## src/rtl/fetch_sequencer_if.sv

```systemverilog
// Fetch-side bus: start control, instruction-memory read port, decode handshake and status.
interface fetch_sequencer_if #(
    parameter int AW = 8,
    parameter int DW = 24
);
    logic          start;
    logic          imem_en;
    logic [AW-1:0] imem_addr;
    logic [DW-1:0] imem_rdata;
    logic [DW-1:0] instr;
    logic          instr_valid;
    logic          instr_ready;
    logic          branch_taken;
    logic [AW-1:0] branch_imm;
    logic [AW-1:0] pc;
    logic          halted;
    logic [15:0]   fetch_count;

    modport master (
        input  start, imem_rdata, instr_ready, branch_taken, branch_imm,
        output imem_en, imem_addr, instr, instr_valid, pc, halted, fetch_count
    );

    modport slave (
        output start, imem_rdata, instr_ready, branch_taken, branch_imm,
        input  imem_en, imem_addr, instr, instr_valid, pc, halted, fetch_count
    );
endinterface

```

## src/rtl/fetch_sequencer.sv

```systemverilog
// PC owner and fixed-latency fetch controller; ISSUE to instr_valid takes MEM_LAT+1 cycles.
// Backpressure: the captured instr is held in HOLD until instr_ready, and no new read is issued meanwhile.
module fetch_sequencer #(
    parameter int            AW       = 8,
    parameter int            DW       = 24,
    parameter int            MEM_LAT  = 1,
    parameter logic [3:0]    HALT_OP  = 4'hF,
    parameter logic [AW-1:0] RESET_PC = '0
) (
    input  logic              clk,
    input  logic              reset,
    fetch_sequencer_if.master bus
);
    localparam logic [2:0] S_IDLE  = 3'd0;
    localparam logic [2:0] S_ISSUE = 3'd1;
    localparam logic [2:0] S_WAIT  = 3'd2;
    localparam logic [2:0] S_HOLD  = 3'd3;
    localparam logic [2:0] S_HALT  = 3'd4;

    logic [2:0]    state_q, state_d;
    logic [AW-1:0] pc_q, pc_d;
    logic [AW-1:0] addr_q, addr_d;
    logic [3:0]    lat_q, lat_d;
    logic [DW-1:0] instr_q, instr_d;
    logic [15:0]   cnt_q, cnt_d;

    always_comb begin
        state_d = state_q;
        pc_d    = pc_q;
        addr_d  = addr_q;
        lat_d   = lat_q;
        instr_d = instr_q;
        cnt_d   = cnt_q;

        case (state_q)
            S_IDLE: begin
                if (bus.start) state_d = S_ISSUE;
            end
            S_ISSUE: begin
                lat_d   = 4'(MEM_LAT);
                state_d = S_WAIT;
            end
            S_WAIT: begin
                if (lat_q == 4'd1) begin
                    instr_d = bus.imem_rdata;
                    state_d = S_HOLD;
                end else begin
                    lat_d = lat_q - 4'd1;
                end
            end
            S_HOLD: begin
                if (bus.instr_ready) begin
                    if (cnt_q != 16'hFFFF) cnt_d = cnt_q + 16'd1;
                    if (instr_q[DW-1 -: 4] == HALT_OP) begin
                        state_d = S_HALT;
                    end else begin
                        // Modulo-2^AW add: signed and unsigned offsets wrap identically.
                        pc_d    = bus.branch_taken ? (pc_q + bus.branch_imm) : (pc_q + AW'(1));
                        state_d = S_ISSUE;
                    end
                end
            end
            S_HALT: begin
                if (bus.start) begin
                    pc_d    = pc_q + AW'(1);
                    state_d = S_ISSUE;
                end
            end
            default: state_d = S_IDLE;
        endcase

        // Address register loads on ISSUE entry so imem_addr is a clean flop output.
        if (state_d == S_ISSUE) addr_d = pc_d;
    end

    always_ff @(posedge clk or posedge reset) begin
        if (reset) begin
            state_q <= S_IDLE;
            pc_q    <= RESET_PC;
            addr_q  <= '0;
            lat_q   <= '0;
            instr_q <= '0;
            cnt_q   <= '0;
        end else begin
            state_q <= state_d;
            pc_q    <= pc_d;
            addr_q  <= addr_d;
            lat_q   <= lat_d;
            instr_q <= instr_d;
            cnt_q   <= cnt_d;
        end
    end

    assign bus.imem_en     = (state_q == S_ISSUE);
    assign bus.imem_addr   = addr_q;
    assign bus.instr       = instr_q;
    assign bus.instr_valid = (state_q == S_HOLD);
    assign bus.pc          = pc_q;
    assign bus.halted      = (state_q == S_HALT);
    assign bus.fetch_count = cnt_q;
endmodule

```

## src/flat_wrapper.sv

```systemverilog
// flat-port wrapper written by rule: the top's interface ports become plain ports
module fetch_sequencer_flat 
#(
    parameter int            AW       = 8,
    parameter int            DW       = 24,
    parameter int            MEM_LAT  = 1,
    parameter logic [3:0]    HALT_OP  = 4'hF,
    parameter logic [AW-1:0] RESET_PC = '0
)
  (clk, reset, bus_start, bus_imem_rdata, bus_instr_ready, bus_branch_taken, bus_branch_imm, bus_imem_en, bus_imem_addr, bus_instr, bus_instr_valid, bus_pc, bus_halted, bus_fetch_count);
  fetch_sequencer_if #(.AW(AW), .DW(DW)) bus_i ();
  input  logic clk;
  input  logic reset;
  input wire logic [$bits(bus_i.start)-1:0] bus_start;
  input wire logic [$bits(bus_i.imem_rdata)-1:0] bus_imem_rdata;
  input wire logic [$bits(bus_i.instr_ready)-1:0] bus_instr_ready;
  input wire logic [$bits(bus_i.branch_taken)-1:0] bus_branch_taken;
  input wire logic [$bits(bus_i.branch_imm)-1:0] bus_branch_imm;
  output wire logic [$bits(bus_i.imem_en)-1:0] bus_imem_en;
  output wire logic [$bits(bus_i.imem_addr)-1:0] bus_imem_addr;
  output wire logic [$bits(bus_i.instr)-1:0] bus_instr;
  output wire logic [$bits(bus_i.instr_valid)-1:0] bus_instr_valid;
  output wire logic [$bits(bus_i.pc)-1:0] bus_pc;
  output wire logic [$bits(bus_i.halted)-1:0] bus_halted;
  output wire logic [$bits(bus_i.fetch_count)-1:0] bus_fetch_count;
  assign bus_i.start = bus_start;
  assign bus_i.imem_rdata = bus_imem_rdata;
  assign bus_i.instr_ready = bus_instr_ready;
  assign bus_i.branch_taken = bus_branch_taken;
  assign bus_i.branch_imm = bus_branch_imm;
  assign bus_imem_en = bus_i.imem_en;
  assign bus_imem_addr = bus_i.imem_addr;
  assign bus_instr = bus_i.instr;
  assign bus_instr_valid = bus_i.instr_valid;
  assign bus_pc = bus_i.pc;
  assign bus_halted = bus_i.halted;
  assign bus_fetch_count = bus_i.fetch_count;
  fetch_sequencer #(.AW(AW), .DW(DW), .MEM_LAT(MEM_LAT), .HALT_OP(HALT_OP), .RESET_PC(RESET_PC)) u_core (.clk(clk), .reset(reset), .bus(bus_i));
endmodule
```

## config.mk

```make
export PLATFORM = sky130hd
export DESIGN_NAME = fetch_sequencer_flat
export DESIGN_NICKNAME = d
export VERILOG_FILES = /design/src/rtl/fetch_sequencer_if.sv /design/src/rtl/fetch_sequencer.sv /design/src/flat_wrapper.sv
export SDC_FILE = /design/constraint.sdc
export NUM_CORES = 1
export LEC_CHECK = 0
export ABC_AREA = 1
export CAP_MARGIN = 10
export CORE_MARGIN = 8
export CORE_UTILIZATION = 45
export CTS_CLUSTER_DIAMETER = 40
export DETAILED_ROUTE_END_ITERATION = 7
export GPL_TIMING_DRIVEN = 0
export PLACE_DENSITY = 0.72
export SKIP_LAST_GASP = 1
export SLEW_MARGIN = 40
export SYNTH_ARGS = -nofsm -noshare
export SYNTH_HDL_FRONTEND = slang
export SYNTH_SLANG_ARGS = --single-unit
```

## constraint.sdc

```tcl
create_clock -name clk -period 3.8 [get_ports clk]
set_clock_uncertainty 0.1 [all_clocks]
set_input_delay 0.76 -clock clk [delete_from_list [all_inputs] [get_ports clk]]
set_output_delay 0.76 -clock clk [all_outputs]
set_load 0.05 [all_outputs]
```

==> out/qor.json, run 1 <==
{
  "critical_path.slowest_cell": "clkdlybuf4s50_1",
  "power_uw": 4250,
  "numPortBuffers": 94,
  "route.vias.total": 3249,
  "rows": 32,
  "syn2layout_area_growth_pct": 35.4,
  "grt_overflow_total": 0,
  "period_needed_ns": 2.88,
  "critical_path_startpoint_category": "flop",
  "slew_headroom": 0.638,
  "min-delay-path-class": "flop to flop",
  "finalWeightedCongestion": 0.857,
  "post-dp-hpwl_um": 7060,
  "synth_area_leaders": "dfrtp_1, nand2_1, inv_1",
  "synthesized_area_fraction_occupied_by_and_or_nand_nor_cells": 0.340,
  "worstPathArrival_ns": 2.02,
  "synth_largest_area_cell": "dfrtp_1",
  "end_kind": "output port",
  "route.detailed.drc": 0,
  "internal-power_uw": 2040,
  "grt_pass1_wl_um": 15600,
  "r2r.worst_path.cells": 12,
  "clkSinkCount": 63,
  "initial_core_util": 0.461,
  "comb_power_share": 0.603,
  "switching_share": 0.521,
  "post_route_setup_tns_ns": 0,
  "placedInstanceArea_mm2": 0.00463,
  "timing.critical_path.slowest_cell_delay_ns": 0.84,
  "number_of_cells_on_the_worst_hold_path": 2,
  "synthesis.instances": 454,
  "asyncSetResetFlopFracSynth": 1.00,
  "finalWirelength_um": 8960,
  "cp_cell_sequence": "inv_2 -> nand3_4 -> inv_1 -> clkdlybuf4s50_1",
  "drt_pre_antenna_iters": 4,
  "antenna_cells_inserted": 0,
  "grt.total_usage": 0.169,
  "grt_start_max_net_pins": 37,
  "result_of_the_run": "finished clean",
  "yosysWarnings": 0,
  "tightest_slew_ns": 0.541,
  "drt.antenna.violating_nets": 0,
  "worst-path-max-fanout": 9,
  "synthAdderAreaFrac": 0.0445,
  "cellLeakagePower_uw": 0.00236,
  "routedWlPerCell_um": 13.5,
  "net-switching-power_uw": 2210,
  "clock_insertion_delay_worst_skew_ns": 0.33,
  "finish.net_count": 609,
  "die_area_mm2": 0.0110,
  "netlist-cell-type-count": 39,
  "drive_gt1_frac": 0.0957,
  "clk_pin_slew_worst_paths_ns": 0.06,
  "layout.filler_cells": 697,
  "clock_tree.htree_level_count": 3,
  "criticalPathCategory": "flop to output port",
  "numCtsBuffers": 9,
  "antenna_violations_before_repair": 0,
  "most-common-layout-cells": "nand2_1, clkdlybuf4s50_1, dfrtp_1",
  "synthesis.area_mm2": 0.00354,
  "grt_setup_unrepaired": "no",
  "crit_required_ns": 2.94,
  "cts_root_buffer": "clkbuf_8",
  "post-synth-top-area-fraction": 0.445,
  "dr.first_iter.drc_count": 88,
  "via_per_inst": 4.88,
  "seq_area_frac_synth": 0.445,
  "power-per-cell-area_mw_per_mm2": 885,
  "power.share.clock": 0.116,
  "main_combinational_cell_family_by_area_after_synthesis": "simple AND/OR/NAND/NOR gates",
  "clock_tree_from_tritoncts": "built",
  "syn_nets": 503,
  "final_core_utilization": 0.624,
  "final_area_mm2": 0.00480,
  "cts_repair_resize_count": 0,
  "final-setup-viol-count": 0,
  "drv_slew": 0,
  "via_count_of_the_first_global_routing_pass": 3374,
  "floorplan.die.width_um": 105,
  "yosys_register_bits": 63,
  "worst_vdd_ir_mv": 0.583,
  "layout.cells.most_common": "nand2_1",
  "post-cts-setup-buffer-count": 0,
  "seqPwrFrac": 0.281,
  "compound_gate_portion_of_the_synthesized_area": 0.0593,
  "max_cap_violations": 0,
  "bufs_on_longest_clock_path": 2,
  "synth_xor_xnor_area_share": 0.0420,
  "ys_dominant_reg_cell": "dfrtp_1",
  "synth_area_per_cell_um2": 7.80,
  "die_height_um": 105,
  "fmax_mhz": 347,
  "post_cts_hold_buffer_count": 0,
  "timing.final.hold_violations": 0,
  "synth.mux.area_fraction": 0,
  "fin_crit_share": 0.758,
  "synth_edf_count": 0,
  "total_i_o_pin_count": 96,
  "floorplan.core_area_mm2": 0.00769
}
## per-stage QoR
step                      hold WS, ns  worst slack [ns]  std cells
final                           0.368             0.921        666
after global routing            0.403             0.839        666
after CTS                       0.374             0.886        666
after detailed placement        0.358              1.05        651
after global placement          0.353             0.239        650
after floorplan                 0.353              1.37        454
## synthesized netlist by cell type, types with 3 or more instances
| cell | instances |
|---|---|
| nand2_1 | 178 |
| nand2_2 | 3 |
| dfrtp_1 | 63 |
| o21ai_0 | 13 |
| inv_2 | 7 |
| nor2_4 | 4 |
| ha_1 | 11 |
| nor2_1 | 22 |
| o21ai_1 | 8 |
| xor2_1 | 15 |
| nor3_1 | 4 |
| o211ai_1 | 3 |
| a21oi_1 | 7 |
| nor3_2 | 3 |
| buf_2 | 7 |
| nand3_1 | 31 |
| nand4_1 | 7 |
| inv_1 | 42 |
## path summary, 6_finish.rpt
path | slack, ns | start | to
setup reg to reg | 1.73 | u_core.bus.pc[0] | u_core.bus.imem_addr[6]
hold / removal | 0.37 | u_core.bus.instr[6] | u_core.bus.instr[6]
hold reg to reg | 0.37 | u_core.bus.instr[6] | u_core.bus.instr[6]
min in group asynchronous | 0.68 | reset | u_core.bus.instr[3]
max in group asynchronous | 2.41 | reset | u_core.bus.fetch_count[8]
setup / recovery | 0.92 | u_core.state_q[2] | bus_instr_valid
## worst max-delay path: cells and delay by family (launching register included)
| kind | cells | cell delay (ns) |
|---|---|---|
| flops | 1 | 0.42 |
| simple gates | 1 | 0.13 |
| buf+inv | 3 | 1.14 |
## cell families (layout without fill, tap and decap cells)
family                   count (synthesis)  after routing
AO/OA/AOI/OAI                           36             36
XOR/XNOR                                17             17
adder cells (fa/ha/maj)                 12             12
buffers and inverters                   60            170
flip-flops                              63             63
AND/OR/NAND/NOR                        266            266
## layout make-up
| cell class | count | area (µm²) | share of cell area |
|---|---|---|---|
| buffer | 8 | 46.3 | 0.00965 |
| clock buffer | 11 | 141 | 0.0295 |
| clock inverter | 4 | 22.5 | 0.00469 |
| inverter | 52 | 200 | 0.0417 |
| multi-input combinational | 331 | 1720 | 0.359 |
| sequential | 63 | 1580 | 0.329 |
| tap | 102 | 128 | 0.0266 |
| timing repair buffer | 95 | 961 | 0.200 |
## routing by layer
metal / vias to the layer above / global-route usage / share of wire
met5: - / 0 / 0
met4: 0 / 0.0581 / 0.011
met3: 8 / 0.0792 / 0.098
met2: 93 / 0.278 / 0.48
met1: 1502 / 0.189 / 0.41
li1: 1646 / - / -
## state kept, by name (all words and copies together), names as in the netlist
signal,flops
u_core.bus.fetch_count,16
u_core.bus.imem_addr,8
u_core.bus.instr,24
u_core.bus.pc,8
u_core.lat_q,4
u_core.state_q,3
## power groups by stage
stage	sequential, µW	clock, µW	combinational [µW]
detailed placement	1200	0	2580
global route	1240	538	2790
finish	1190	494	2560
CTS	1200	508	2590
global placement	1190	0	2540
floorplan	1990	0	961
Power figures use the tool's default switching activity.
==> run 2: changes to the inputs <==
--- a/config.mk
+++ b/config.mk
@@ -8,11 +8,11 @@
 export ABC_AREA = 1
 export CAP_MARGIN = 10
 export CORE_MARGIN = 8
-export CORE_UTILIZATION = 45
+export CORE_UTILIZATION = 44
 export CTS_CLUSTER_DIAMETER = 40
 export DETAILED_ROUTE_END_ITERATION = 7
 export GPL_TIMING_DRIVEN = 0
-export PLACE_DENSITY = 0.72
+export PLACE_DENSITY = 0.74
 export SKIP_LAST_GASP = 1
 export SLEW_MARGIN = 40
 export SYNTH_ARGS = -nofsm -noshare
==> constraint.sdc (replaced) <==
create_clock -name clk -period 2.4 [get_ports clk]
set_clock_uncertainty 0.1 [all_clocks]
set_input_delay 0.48 -clock clk [delete_from_list [all_inputs] [get_ports clk]]
set_output_delay 0.48 -clock clk [all_outputs]
set_load 0.05 [all_outputs]
==> run 2 against run 1 <==
  * Clock power is 83% higher
  * Critical path type unchanged
  * Non-clock buffer count stayed put
  * Cell count is 0.15% higher
  * Critical endpoint is now bus_pc[1]
  * Sequential cell count stayed put
  * Count of clock-buffer cells in the layout is 1 higher
==> out/qor.json, run 2 (same netlist as run 1, synthesis figures left out) <==
{
  "result_of_the_run": "finished clean",
  "layout.cells.most_common": "nand2_1",
  "power-per-cell-area_mw_per_mm2": 1420,
  "critical_path_cell_count": 1,
  "crit_path_start": "u_core.bus.pc[1]",
  "crit_required_ns": 1.82,
  "antenna_cells_inserted": 0,
  "setup.worst_path.end": "bus_pc[1]",
  "die_area_mm2": 0.0112,
  "post-cts-setup-buffer-count": 0,
  "floorplan.core_area_mm2": 0.00777,
  "reg2reg_slack_ns": 0.28,
  "post-dp-hpwl_um": 7090,
  "routedWlPerCell_um": 13.8,
  "cellLeakagePower_uw": 0.00239,
  "period_needed_ns": 2.28,
  "final_cells": 667,
  "floorplan.die.width_um": 106,
  "grt_overflow_total": 0,
  "drive_gt1_frac": 0.0973,
  "total_i_o_pin_count": 96,
  "syn2layout_area_growth_pct": 36.0,
  "route.detailed.drc": 0,
  "rows": 32,
  "clock_tree.htree_level_count": 3,
  "route.vias.total": 3262,
  "drt.antenna.violating_nets": 0,
  "via_count_of_the_first_global_routing_pass": 3466,
  "initial_core_util": 0.456,
  "clkSinkCount": 63,
  "post_route_setup_tns_ns": 0,
  "worstReg2RegEnd": "u_core.bus.imem_addr[6]",
  "worst_vdd_ir_mv": 0.825,
  "finalWirelength_um": 9230,
  "die_height_um": 106,
  "path_buf_inv": 1,
  "largest_register_ff_count": 24,
  "antenna_violations_before_repair": 0,
  "cts_root_buffer": "clkbuf_8",
  "critical_path.slowest_cell": "clkdlybuf4s50_1",
  "bufs_on_longest_clock_path": 2,
  "tightest_slew_ns": 0.554,
  "grt_pass1_wl_um": 16000,
  "drv_slew": 0,
  "clock_tree_from_tritoncts": "built",
  "finalWeightedCongestion": 0.850,
  "most-common-layout-cells": "nand2_1, clkdlybuf4s50_1, dfrtp_1",
  "worst-path-max-fanout": 7,
  "final-setup-viol-count": 0,
  "via_per_inst": 4.89,
  "critical_path_startpoint_category": "flop",
  "timing.final.hold_violations": 0,
  "numCtsBuffers": 9,
  "worstPathArrival_ns": 1.70,
  "end_kind": "output port",
  "dr.first_iter.drc_count": 108,
  "drt_pre_antenna_iters": 4,
  "r2r.worst_path.cells": 12,
  "fin_crit_share": 0.949,
  "grt_start_max_net_pins": 34,
  "fmax_mhz": 439,
  "area_of_the_multi_input_gates_mm2": 0.00172,
  "criticalPathCategory": "flop to output port",
  "numPortBuffers": 94,
  "max_cap_violations": 0,
  "timing.critical_path.slowest_cell_delay_ns": 0.86,
  "cp_cell_sequence": "clkdlybuf4s50_1",
  "cp_top_family": "buffers and inverters",
  "grt_setup_unrepaired": "no",
  "clk_pin_slew_worst_paths_ns": 0.07,
  "ff_latch_area_mm2": 0.00158,
  "worst_r2r_startpoint": "u_core.bus.pc[0]",
  "slew_headroom": 0.630,
  "grt.total_usage": 0.173,
  "layout.filler_cells": 712,
  "place.detailed.instances": 651,
  "clock_insertion_delay_worst_skew_ns": 0.33,
  "finish.net_count": 609,
  "min-delay-path-class": "flop to flop"
}
## run 2: cell count changes in the layout (fill, tap and decap cells not counted), sizes merged
| cell | delta |
|---|---|
| bufinv | +1 |
| clkbuf | +2 |
| clkdlybuf4s50 | -3 |
| clkinvlp | -1 |
| dlygate4sd2 | +2 |
## run 2: worst min path at each step
| stage | from | cells after the start | slack, ns | to |
|---|---|---|---|---|
| after floorplan | u_core.lat_q[1] | 2 | 0.35 | u_core.lat_q[1] |
| after detailed placement | u_core.bus.instr[18] | 2 | 0.36 | u_core.bus.instr[18] |
| final | u_core.bus.instr[19] | 2 | 0.37 | u_core.bus.instr[19] |
| after global routing | u_core.bus.instr[6] | 2 | 0.40 | u_core.bus.instr[6] |
| after global placement | u_core.bus.instr[8] | 2 | 0.35 | u_core.bus.instr[8] |
| after CTS | u_core.bus.instr[13] | 2 | 0.38 | u_core.bus.instr[13] |
## run 2: metrics by stage
step	hold WS [ns]	utilization	setup slack, ns	instance area, µm²	power [µW]
after floorplan	0.353	-	0.250	3540	4670
after CTS	0.379	0.620	0.0253	4820	6900
after global routing	0.398	0.620	0.0469	4820	7350
final	0.375	0.620	0.123	4820	6850
after global placement	0.353	0.594	-0.884	4610	5880
after detailed placement	0.361	0.596	-0.0939	4630	5970
## run 2: power by group
part	internal, µW	switching, µW
combinational	1320	2730
sequential	1500	389
clock	504	402
## run 2: repair_timing
action,in CTS,in global routing
gates resized for setup,3,2
hold endpoints to repair,0,0
setup endpoints to repair,3,1
hold buffers,0,0
## run 2: worst register-to-register path, cell delays in order, from the launching register on
cell and delay (ns):
dfrtp_1 0.47, ha_1 0.26, fa_1 0.40, nand2_1 0.08, nand2_1 0.08, nand3b_1 0.14
nand3b_1 0.10, nand3_1 0.11, nand2_1 0.06, nand2_1 0.05, nand2_1 0.06, nand2_1 0.06
nand2_1 0.05
## run 2: layout make-up
| type | instances | share of cell area |
|---|---|---|
| Buffer | 8 | 0.00961 |
| Clock buffer | 12 | 0.0301 |
| Clock inverter | 4 | 0.00935 |
| Inverter | 52 | 0.0416 |
| Multi-Input combinational cell | 331 | 0.357 |
| Sequential cell | 63 | 0.327 |
| Tap cell | 102 | 0.0265 |
| Timing Repair Buffer | 95 | 0.198 |
## run 2: routing by layer
layer / routed length, µm / global-route usage / vias up
li1: - / - / 1644
met1: 3930 / 0.197 / 1486
met2: 4180 / 0.269 / 121
met3: 988 / 0.0853 / 11
met4: 127 / 0.0734 / 0
met5: 0 / 0 / -
==> RTL edit: new RTL, config.mk and constraints of run 2 <==
`addr_q` and `instr_q` no longer have a reset.
--- a/src/rtl/fetch_sequencer.sv
+++ b/src/rtl/fetch_sequencer.sv
@@ -77,18 +77,19 @@
         if (reset) begin
             state_q <= S_IDLE;
             pc_q    <= RESET_PC;
-            addr_q  <= '0;
             lat_q   <= '0;
-            instr_q <= '0;
             cnt_q   <= '0;
         end else begin
             state_q <= state_d;
             pc_q    <= pc_d;
-            addr_q  <= addr_d;
             lat_q   <= lat_d;
-            instr_q <= instr_d;
             cnt_q   <= cnt_d;
         end
+    end
+
+    always_ff @(posedge clk) begin
+        addr_q  <= addr_d;
+        instr_q <= instr_d;
     end
 
     assign bus.imem_en     = (state_q == S_ISSUE);
Check against the original RTL: differs if reset is asserted again (counterexample within 4 cycles, from zero or initial values and one cycle with reset high); with reset held inactive, the same outputs for 10 cycles.
==> RTL edit against run 2 <==
  * Total power down 15%
  * Worst setup slack worse by 0.016 ns
  * Sequential cell count unchanged
  * Synthesized area down 5.2%
  * Sequential share of layout area up 5.0 points
  * Clock power down 9.7%
  * Wire length down 8.7%
  * Final area down 4.5%
  * Critical path type unchanged
  * Critical endpoint unchanged
  * Highest routed layer unchanged
==> RTL edit: results (changes against run 2) <==
| Metric | Value |
|---|---|
| Worst Path Max Fanout | `8 (was 7)` |
| Non-Clock Buffer Count | `98 (was 103)` |
| FF-to-FF End | `u_core.bus.imem_addr[4] (was u_core.bus.imem_addr[6])` |
| WL met3 | `409 um (was 988 um)` |
| Area of the multi-input gates | `1361 um^2 (was 1722 um^2)` |
| Final-layout fill cell count | `647 (was 712)` |
| Register area share after synthesis | `0.5169 (was 0.4451)` |
| Hold path start | `u_core.lat_q[1] (was u_core.bus.instr[19])` |
| Dpl ws | `-0.2709 ns (was -0.09389 ns)` |
| Top post-synthesis cells by count | `nand2_1, inv_1, nand3_1 (was nand2_1, dfrtp_1, inv_1)` |
| Static Leak | `2.036 nW (was 2.387 nW)` |
| M1 WL | `3622 um (was 3933 um)` |
| Global-route wire length before repair | `13480 um (was 16020 um)` |
| Design area | `4601 um^2 (was 4816 um^2)` |
| Non-clk invs | `63 (was 52)` |
| Signal buf overhead | `0.2100 (was 0.2076)` |
| Syn avg cell area | `8.771 um^2 (was 7.802 um^2)` |
| Met1 usage | `0.1902 (was 0.1972)` |
| Fmax | `436.1 MHz (was 439.3 MHz)` |
| Final nets | `537 (was 609)` |
| Met2 WL post-DR | `4271 um (was 4183 um)` |
| Post-synth top flop | `edfxtp_1 (was dfrtp_1)` |
| Iter 0 DRT Violations | `117 (was 108)` |
| Post-synthesis compound-gate area fraction | `0.07225 (was 0.05934)` |
| Worst R2R Setup Slack | `0.22 ns (was 0.28 ns)` |
| Synth area leaders | `edfxtp_1, dfrtp_1, nand2_1, inv_1, nand3_1 (was dfrtp_1, nand2_1, inv_1, nand3_1, ha_1)` |
| GP Congestion | `0.9094 (was 0.8501)` |
| Outcome | `finished clean (unchanged)` |
| Routed WL per cell | `14.17 um (was 13.84 um)` |
## RTL edit: cell count changes after synthesis, moves of 4 or more
cell             run 2  this run
dfrtp_1             63        31
nand2_1            178       102
edfxtp_1             0        32
inv_2                7         2
nand3_1             31        35
o21ai_0             13        17
inv_1               42        61
nor3_1               4         8
o21ai_1              8         1
buf_2                7         1
## RTL edit: cells by family (layout without fill, tap and decap cells)
logic type | after synthesis | in the layout
AND/OR/NAND/NOR | 183 | 183
buffers and inverters | 67 | 177
flip-flops | 63 | 63
XOR/XNOR | 18 | 18
AO/OA/AOI/OAI | 40 | 40
adder cells (fa/ha/maj) | 12 | 12
## RTL edit: power breakdown
part	internal, W	leakage, nW	switching (W)
registers	0.00156	0.687	0.000296
clock network	0.000374	0.0835	0.000444
logic	0.00101	1.26	0.00215
total	0.00294	2.04	0.00289
## RTL edit: what timing repair did
item,CTS,global route
pin swaps,0,0
buffers inserted,0,0
setup endpoints to repair,11,9
resized for setup,5,3
